**config.mk**
```make
export PLATFORM = sky130hd
export DESIGN_NAME = aes_round_ctrl
export DESIGN_NICKNAME = d
export VERILOG_FILES = /design/src/rtl/aes_round_ctrl.sv
export SDC_FILE = /design/constraint.sdc
export NUM_CORES = 1
export LEC_CHECK = 0
export CORE_AREA = 2 2 251 253
export CTS_BUF_LIST = sky130_fd_sc_hd__clkbuf_4 sky130_fd_sc_hd__clkbuf_8 sky130_fd_sc_hd__clkbuf_16
export CTS_CLUSTER_DIAMETER = 50
export DETAILED_ROUTE_END_ITERATION = 8
export DIE_AREA = 0 0 253 255
export MAX_ROUTING_LAYER = met4
export PLACE_DENSITY = 0.5
export SYNTH_ARGS = -nofsm -noshare
export SYNTH_HDL_FRONTEND = slang
export SYNTH_SLANG_ARGS = --single-unit
```
**constraint.sdc**
```tcl
create_clock -name clk -period 3.4 [get_ports clk]
set_clock_uncertainty 0.15 [all_clocks]
set_input_delay 0.68 -clock clk [delete_from_list [all_inputs] [get_ports clk]]
set_output_delay 0.68 -clock clk [all_outputs]
set_load 0.005 [all_outputs]
```
**src/rtl/aes_round_ctrl.sv**
```systemverilog
// AES-128 round sequencer: loads plaintext^key, walks the round counter through
// the external round logic, and hands the ciphertext out over valid/ready.
module aes_round_ctrl #(
  parameter int DATA_W     = 128,
  parameter int NUM_ROUNDS = 10
) (
  input  logic              clk,
  input  logic              rst,
  input  logic              in_valid,
  output logic              in_ready,
  input  logic [DATA_W-1:0] in_text,
  input  logic [DATA_W-1:0] in_key,
  input  logic              abort,
  output logic [3:0]        round_sel,
  output logic              last_round,
  output logic [DATA_W-1:0] state_out,
  input  logic [DATA_W-1:0] round_res,
  output logic              busy,
  output logic              out_valid,
  input  logic              out_ready,
  output logic [DATA_W-1:0] out_text
);

  typedef enum logic [1:0] {IDLE, ROUND, DONE} state_e;

  localparam logic [3:0] LAST_RND = 4'(NUM_ROUNDS);

  state_e            st_q, st_d;
  logic [3:0]        rnd_q, rnd_d;
  logic [DATA_W-1:0] data_q, data_d;

  always_ff @(posedge clk) begin
    if (rst) begin
      st_q   <= IDLE;
      rnd_q  <= 4'd0;
      data_q <= '0;
    end else begin
      st_q   <= st_d;
      rnd_q  <= rnd_d;
      data_q <= data_d;
    end
  end

  always_comb begin
    st_d   = st_q;
    rnd_d  = rnd_q;
    data_d = data_q;
    unique case (st_q)
      IDLE: begin
        // abort wins over a presented block, which is then simply not taken
        if (!abort && in_valid) begin
          data_d = in_text ^ in_key;
          rnd_d  = 4'd1;
          st_d   = ROUND;
        end
      end
      ROUND: begin
        if (abort) begin
          st_d   = IDLE;
          rnd_d  = 4'd0;
          data_d = '0;
        end else begin
          data_d = round_res;
          if (rnd_q == LAST_RND) begin
            st_d = DONE;
          end else begin
            rnd_d = rnd_q + 4'd1;
          end
        end
      end
      DONE: begin
        if (abort) begin
          st_d   = IDLE;
          rnd_d  = 4'd0;
          data_d = '0;
        end else if (out_ready) begin
          st_d  = IDLE;
          rnd_d = 4'd0;
        end
      end
      default: begin
        st_d   = IDLE;
        rnd_d  = 4'd0;
        data_d = '0;
      end
    endcase
  end

  // rnd_q is 1..NUM_ROUNDS inside ROUND, so round_sel stays below NUM_ROUNDS
  always_comb begin
    round_sel  = 4'd0;
    last_round = 1'b0;
    if (st_q == ROUND) begin
      round_sel  = rnd_q - 4'd1;
      last_round = (rnd_q == LAST_RND);
    end
  end

  assign in_ready  = (st_q == IDLE);
  assign busy      = (st_q == ROUND) || (st_q == DONE);
  assign out_valid = (st_q == DONE);
  assign out_text  = (st_q == DONE) ? data_q : '0;
  assign state_out = data_q;

endmodule

```
==> results.py <==
metrics = {
    "power_and_ir_drop": {
        "p_leak_nw": 5.85,
        "p_per_area_mw_per_mm2": 373,
        "worst_ir_drop_vdd_mv": 0.297,
    },
    "clocking": {
        "postCtsSetupBuffers": 0,
        "h-tree-depth": 4,
        "clk_pin_slew_ns": 0.06,
        "clock_latency_ns": 0.46,
        "cts.sinks": 134,
        "ctsHoldBuffers": 0,
        "cts-root-buf": "clkbuf_16",
        "cts_max_path_buffers": 2,
        "cts.repair.resized": 0,
        "cts_tree": "done",
        "cts_buffers": 17,
    },
    "run_status": {
        "status": "finished, final reports clean",
    },
    "drt": {
        "routedWlPerCell_microns": 17.6,
        "antenna_left": 0,
        "dr.pass1.iters": 5,
        "drc": 0,
        "avgViaCountPerCell": 3.81,
        "drt_iter0_markers": 306,
        "totalWireLength_mm": 38.7,
        "vias": 8398,
    },
    "floorplan": {
        "fp.dieH_microns": 255,
        "die_w_microns": 253,
        "die_area_sq_mm": 0.0645,
        "io_pins": 653,
        "fp-row-count": 92,
        "start_util_pct": 13.0,
        "core-area_sq_mm": 0.0622,
    },
    "yosys": {
        "yosys_warnings": 0,
        "avgSynthCellArea_sq_um": 10.5,
        "syn_nets": 1167,
        "synth_ff_type": "dfxtp_1",
        "synthCells": 772,
        "synth_top_area_cell": "dfxtp_1",
        "synth_area_leaders": "dfxtp_1 33%, o2bb2ai_2 19%, xor2_1 14%, a22oi_1 12%, and2_1 10%",
        "yosysSeqAreaShare_pct": 33.2,
        "netlist_area_sq_mm": 0.00809,
        "synth_cell_types": 33,
        "yosys.area.top_type_share_pct": 33.2,
        "synth_edf_count": 0,
        "ys_seq_elements": 134,
        "async_reset_ff_share_pct": 0,
    },
    "placed_design": {
        "dp_cells": 2171,
        "portBuffers": 652,
        "dpl.hpwl_mm": 30.5,
        "routabilityCongestion": 0.843,
        "place_area_sq_mm": 0.0155,
    },
    "global_routing": {
        "grt_start_max_net_pins": 129,
        "grt_use_total_pct": 11.7,
        "grt_pass1_wl_mm": 54.4,
        "grt_pass1_vias": 8728,
        "antenna_found_initial": 1,
        "gr-total-overflow": 0,
    },
    "critical_path": {
        "cp.arrival_ns": 2.16,
        "cp_max_fo": 77,
        "end_kind": "primary output",
        "cp-start-kind": "flip-flop",
        "crit_family": "buffers and inverters",
        "required_ns": 2.57,
        "critPathKind": "reg -> out",
        "worstPathCellList": "inv_1, ha_4, buf_12, and2_1, clkdlybuf4s50_1",
        "slowest_delay_ns": 0.52,
        "crit_buf_inv": 3,
        "crit_path_top_delay_cell": "clkdlybuf4s50_1",
    },
    "timing": {
        "maxSlewViolCount": 0,
        "slew_headroom_pct": 54.8,
        "tightest_slew_ns": 0.678,
        "hold_viol_final": 0,
        "grt_setup_unrepaired": "no",
        "max_freq_ghz": 0.334,
        "setup_viol": 0,
        "period_minus_slack_ns": 2.99,
        "fin_crit_sh_pct": 88.0,
        "fin_tns_setup_ns": 0,
    },
    "min_path": {
        "min_path_type": "reg -> reg",
    },
    "run": {
        "drv_cap": 0,
    },
    "cells_and_area": {
        "synthToLayoutAreaGrowth_pct": 100,
        "instances_no_fill": 2203,
        "layout-drive-gt1-share_pct": 11.3,
        "postLayoutCellArea_sq_mm": 0.0162,
        "n_antenna_cell": 0,
        "nets": 1786,
    },
}
## registers in the layout (all words and copies together), names as in the netlist
name	count
rnd_q	4
st_q	2
state_out	128
## stage by stage
step                      utilization [%]  power, mW  setup slack, ns  hold slack, ns
final                                26.0       6.04            0.408           0.327
after global routing                 26.0       6.37            0.253           0.345
after CTS                            26.0       6.18            0.335           0.332
after detailed placement             25.0       4.05            0.462           0.312
after global placement               25.0       4.05            0.474           0.309
after floorplan                         -       2.81             1.33           0.319
## cell families after synthesis
logic type | synth area share [%]
AO/OA/AOI/OAI | 34.9
AND/OR/NAND/NOR | 11.6
flip-flops | 33.2
XOR/XNOR | 14.1
adder cells (fa/ha/maj) | 0.928
buffers and inverters | 5.37
## report_power, final
group / leakage (nW) / switching [mW] / internal [mW]
sequential: 1.09 / 0.183 / 1.74
clock: 0.313 / 0.762 / 1.29
combinational: 4.45 / 0.940 / 1.11
total: 5.85 / 1.89 / 4.15
## layout make-up
class	instances	area, sq um
multi-input cells	560	5020
clock buffers	21	474
fillers	6552	46000
flip-flops and latches	134	2680
clock inverters	11	171
inverters	5	18.8
well taps	799	1000
repair buffers	673	6820
## worst paths after layout
path / from / to / slack [ns] / cells past startpoint
worst max-delay path: st_q[0] / out_text[45] / 0.41 / 5
worst min-delay path: state_out[80] / state_out[80] / 0.33 / 1
worst max register to register: st_q[0] / state_out[86] / 0.87 / 8
worst min register to register: state_out[80] / state_out[80] / 0.33 / 1
## cell usage after synthesis (2+ instances only)
cell / n
dfxtp_1: 134
and2_1: 131
xor2_1: 130
a22oi_1: 128
o2bb2ai_2: 100
clkbuf_1: 31
o2bb2ai_1: 29
buf_2: 26
buf_6: 14
a21oi_1: 6
ha_1: 6
inv_1: 5
o21ai_0: 4
nand2b_1: 3
nor2_1: 3
nor2b_1: 3
nand2_1: 2
nand3_1: 2
## layer usage
layer	vias up	track usage (%)	routed length, microns
li1	4077	-	-
met3	32	2.51	2070
met2	306	19.9	20000
met5	-	-	0
met4	0	3.96	656
met1	3983	13.7	16000
## cell usage in the layout, fill, tap and decap left out, types with 2 or more instances in the layout
cell type and count:
buf_4 10, o2bb2ai_1 29, nand2b_1 3, buf_12 11, o2bb2ai_2 100, dfxtp_1 134, a21oi_1 5, nor2b_1 2
xor2_1 130, ha_1 4, a22oi_1 128, and2_1 131, clkinvlp_4 2, o21ai_0 4, bufinv_16 4, clkinv_2 2
inv_1 5, nand2_1 2, nor2_1 3, clkbuf_8 3, nand3_1 2, ha_4 2, clkinv_4 2, clkdlybuf4s50_1 652
clkbuf_16 17
No activity file was read; power rests on OpenSTA's default activity.
==> RTL edit 1: new RTL, same settings <==
Encoding of `state_e`: now one-hot (3 bits for 3 states).
--- a/src/rtl/aes_round_ctrl.sv
+++ b/src/rtl/aes_round_ctrl.sv
@@ -21,7 +21,7 @@
   output logic [DATA_W-1:0] out_text
 );
 
-  typedef enum logic [1:0] {IDLE, ROUND, DONE} state_e;
+  typedef enum logic [2:0] {IDLE = 3'b001, ROUND = 3'b010, DONE = 3'b100} state_e;
 
   localparam logic [3:0] LAST_RND = 4'(NUM_ROUNDS);
 
Formal check against the unedited RTL: same outputs for any inputs over 4 cycles, from zero or initial values and one cycle with rst high; so few cycles prove little.
==> RTL edit 1 against the unedited design <==
Final area fell by 4.3%; setup slack got worse by 0.25 ns; critical path type unchanged; sequential cell count increased by 1; synthesized area down 8.0%; die area stayed put; wire length is 0.32% lower; power fell by 17%; largest cell class unchanged; largest power group unchanged; synthesized cell count grew 0.91%.
==> RTL edit 1: results (changes against the unedited design) <==
[run_status]
status = completed  ; unchanged

[cells_and_area]
area_growth_pct = 108.2  ; was 100.1%
layout-drive-gt1-share = 0.03986  ; was 0.1132
layout.nets = 1784  ; was 1786
num_antenna_cells = 0  ; unchanged
largest_reg_flops = 128  ; unchanged

[yosys]
synth_nets = 1171  ; was 1167
synth_commonest_cells = dfxtp_1, a22oi_1, and2_1, o2bb2ai_1, xor2_1  ; was dfxtp_1, and2_1, xor2_1
ys_warn_count = 0  ; unchanged
seq_area_frac_synth = 0.3631  ; was 0.3316
ys_types = 36  ; was 33
ys_async_sr_fraction = 0  ; unchanged
yosys-top-cells-area = dfxtp_1, o2bb2ai_1, xor2_1  ; was dfxtp_1, o2bb2ai_2, xor2_1
synth_cells = 779  ; was 772

[power_and_ir_drop]
peakVddDrop_mv = 0.2784  ; was 0.2972 mV
p_leak_nw = 5.601  ; was 5.855 nW

[placement]
dp_hpwl_mm = 29.54  ; was 30.54 mm
gp_congestion = 0.8098  ; was 0.8433
place_ws_ns = 0.5333  ; was 0.4615 ns
dp_cells = 2171  ; unchanged
portBuffers = 652  ; unchanged
post_dp_cell_area_um2 = 14820  ; was 15540 um^2

[clock_tree]
htree_levels = 4  ; unchanged
cts_root_buffer = clkbuf_16  ; unchanged
clkSlewWorstSetupHoldPaths_ns = 0.07
clock_latency_ns = 0.47
cts_made_buffers = 17  ; unchanged
clockBufferDepth = 2  ; unchanged

[min_path]
hold_class = reg -> reg  ; unchanged

[global_routing]
grt_first_pass_wirelength_mm = 52.93  ; was 54.42 mm
antenna_found_initial = 0  ; was 1
track_usage = 0.1136  ; was 0.1169
grt_max_degree = 130  ; was 129
grt_pass1_vias = 8649  ; was 8728

[sta]
holdWs_ns = 0.3291  ; was 0.3266 ns
fmax_ghz = 0.3080  ; was 0.3342 GHz
slew_headroom = 0.5296  ; was 0.5481

[drt]
drt_pass1_iterations = 4  ; was 5
viasPerCell = 3.841  ; was 3.812
totalWireLength_mm = 38.58  ; was 38.70 mm
vias = 8465  ; was 8398
drt_iter0_markers = 430  ; was 306

[setup_path]
worst-path-max-fanout = 65  ; was 77
crit_family = buffers and inverters  ; unchanged
slowest_stage = clkdlybuf4s50_1  ; unchanged
slowest_delay_ns = 0.56  ; was 0.52 ns
arrival_ns = 2.42  ; was 2.16 ns
ff2ff_setup_slack_ns = 1.05  ; was 0.87 ns

[run]
drv_cap = 0  ; unchanged

## RTL edit 1: cell count changes after synthesis, sizes merged, moves of 2 or more
cell | unedited run | this run
nor2 | 3 | 10
and2 | 132 | 128
buf | 42 | 38
clkbuf | 31 | 34
ha | 6 | 3
nor3 | 1 | 4
a21oi | 6 | 4
xnor2 | 0 | 2
xor2 | 130 | 128
## RTL edit 1: timing repair
item                       4_1_cts  5_1_grt
gates cloned                     0        1
buffers inserted                 0        0
setup endpoints to repair        1      128
hold buffers                     0        0
gates resized for setup          1        3
## RTL edit 1: area by class of cell
type                            count  area (um^2)
Tap cell                          799        999.7
Clock buffer                       23        501.7
Fill cell                        6658        46660
Sequential cell                   135         2706
Timing Repair Buffer              666         6754
Inverter                            5        20.02
Clock inverter                      9        137.6
Multi-Input combinational cell    567         4378
## RTL edit 1: cells by family (layout without fill, tap and decap cells)
| family | count (synthesis) | in the layout | synth area share |
|---|---|---|---|
| AOI/OAI and AO/OA | 273 | 273 | 0.2940 |
| xor gates and xnor gates | 130 | 130 | 0.1530 |
| adders and majority gates | 3 | 3 | 0.005043 |
| buffers and inverters | 77 | 703 | 0.05110 |
| DFF | 135 | 135 | 0.3631 |
| and+or+nand+nor | 161 | 161 | 0.1338 |
## RTL edit 1: final timing paths
check | startpoint | endpoint | cells after the start
max reg2reg | st_q[1]$_SDFFE_PP0P_ | state_out[33]$_SDFFE_PP0P_ | 6
max | st_q[0]$_SDFFE_PP1P_ | out_text[35] | 6
min | state_out[124]$_SDFFE_PP0P_ | state_out[124]$_SDFFE_PP0P_ | 1
min reg2reg | state_out[124]$_SDFFE_PP0P_ | state_out[124]$_SDFFE_PP0P_ | 1
## RTL edit 1: routing by layer
layer	vias to the layer above	track usage	wire, um
li1	4094	-	-
met4	0	0.04108	814
met5	-	-	0
met2	438	0.1947	19340
met3	33	0.02990	2578
met1	3900	0.1273	15850
## RTL edit 1: power breakdown
group	internal (mW)	switching, mW	total (mW)	leakage, nW
clock	1.26	0.804	2.07	0.314
sequential	1.67	0.0795	1.75	1.10
combinational	0.733	0.470	1.20	4.19
==> RTL edit 2: new RTL, same settings <==
Made on the original files. `DATA_W`: 128 -> 132.
--- a/src/rtl/aes_round_ctrl.sv
+++ b/src/rtl/aes_round_ctrl.sv
@@ -1,7 +1,7 @@
 // AES-128 round sequencer: loads plaintext^key, walks the round counter through
 // the external round logic, and hands the ciphertext out over valid/ready.
 module aes_round_ctrl #(
-  parameter int DATA_W     = 128,
+  parameter int DATA_W     = 132,
   parameter int NUM_ROUNDS = 10
 ) (
   input  logic              clk,
Ports: changed (5 resized); port bits go from 653 to 673. The function was not compared with the original's and may differ.
==> RTL edit 2 against the unedited design <==
Via count increased by 2.6%; sequential cell count increased by 4; combinational power decreased by 2%; setup slack got worse by 0.063 ns; die area unchanged; synthesized cell count increased by 2.7%; synthesized area increased by 0.53%; final area increased by 1.2%; wire length decreased by 1.7%; power decreased by 3.5%; worst hold slack improved by 0.0015 ns; critical endpoint is now out_text[70]; largest power group is now combinational logic.
==> RTL edit 2: results (changes against the unedited design) <==
[run_status]
status = completed  ; unchanged

[power_and_ir_drop]
pg_seq_mw = 1.98  ; was 1.93 mW
p_per_area_nw_per_um2 = 355.5  ; was 372.9 nW/um^2
p_int_mw = 3.970  ; was 4.151 mW

[setup_path]
ff2ff_setup_slack_ns = 0.91  ; was 0.87 ns
worst-path-max-fanout = 74  ; was 77
worstReg2RegEnd = state_out[78]$_SDFFE_PP0P_  ; was state_out[86]$_SDFFE_PP0P_

[yosys]
synth_compound_area_frac = 0.3391  ; was 0.3486
syn_area_per_cell_um2 = 10.25  ; was 10.48 um^2
synth_fa_ha_area_frac = 0.009232  ; was 0.009281
synth_nets = 1200  ; was 1167

[global_routing]
antenna_found_initial = 0  ; was 1
grtUsageMet2 = 0.2013  ; was 0.1987
grt_max_degree = 75  ; was 129
track_usage = 0.1163  ; was 0.1169
grt_pass1_vias = 8955  ; was 8728
grt_util_met1 = 0.1311  ; was 0.1365
grt_first_pass_wirelength_mm = 54.55  ; was 54.42 mm

[cells_and_area]
n_fill_cell = 6617  ; was 6552
largest_reg_flops = 132  ; was 128
layout.nets = 1842  ; was 1786

[drt]
totalWireLength_mm = 38.06  ; was 38.70 mm
viasPerCell = 3.836  ; was 3.812
routedLengthMet1_mm = 15.48  ; was 15.98 mm
vias = 8620  ; was 8398
drt_iter0_markers = 296  ; was 306

[sta]
slew_headroom = 0.4527  ; was 0.5481
holdWs_ns = 0.3281  ; was 0.3266 ns

[min_path]
hold_end = state_out[129]$_SDFFE_PP0P_  ; was state_out[80]$_SDFFE_PP0P_
hp-start = state_out[129]$_SDFFE_PP0P_  ; was state_out[80]$_SDFFE_PP0P_

[placement]
gp_congestion = 0.8699  ; was 0.8433
dp_cells = 2215  ; was 2171
post_dp_cell_area_um2 = 15820  ; was 15540 um^2

==> RTL edit 2: kinds of logic (layout without fill, tap and decap cells) <==
group	after synthesis	after routing
AO/OA/AOI/OAI	281	281
XOR/XNOR	134	134
adder cells (fa/ha/maj)	6	6
buffers and inverters	79	733
flip-flops	138	138
other	0	1
AND/OR/NAND/NOR	155	155
==> RTL edit 2: layout make-up <==
type / instances / area share
timing repair buffer: 697 / 0.4289
multi-input combinational: 576 / 0.3058
sequential: 138 / 0.1686
tap: 799 / 0.06102
clock buffer: 21 / 0.02856
clock inverter: 10 / 0.005804
inverter: 5 / 0.001145
antenna: 1 / 0.0001527
==> RTL edit 2: worst max-delay path by stage <==
stage	to	slack, ns	cells after the start
2_1_floorplan	out_text[100]	1.28	5
3_3_place_gp	state_out[94]$_SDFFE_PP0P_	0.61	7
3_5_place_dp	state_out[94]$_SDFFE_PP0P_	0.61	7
4_1_cts	out_text[70]	0.29	5
5_1_grt	out_text[70]	0.20	5
6_report	out_text[70]	0.34	5
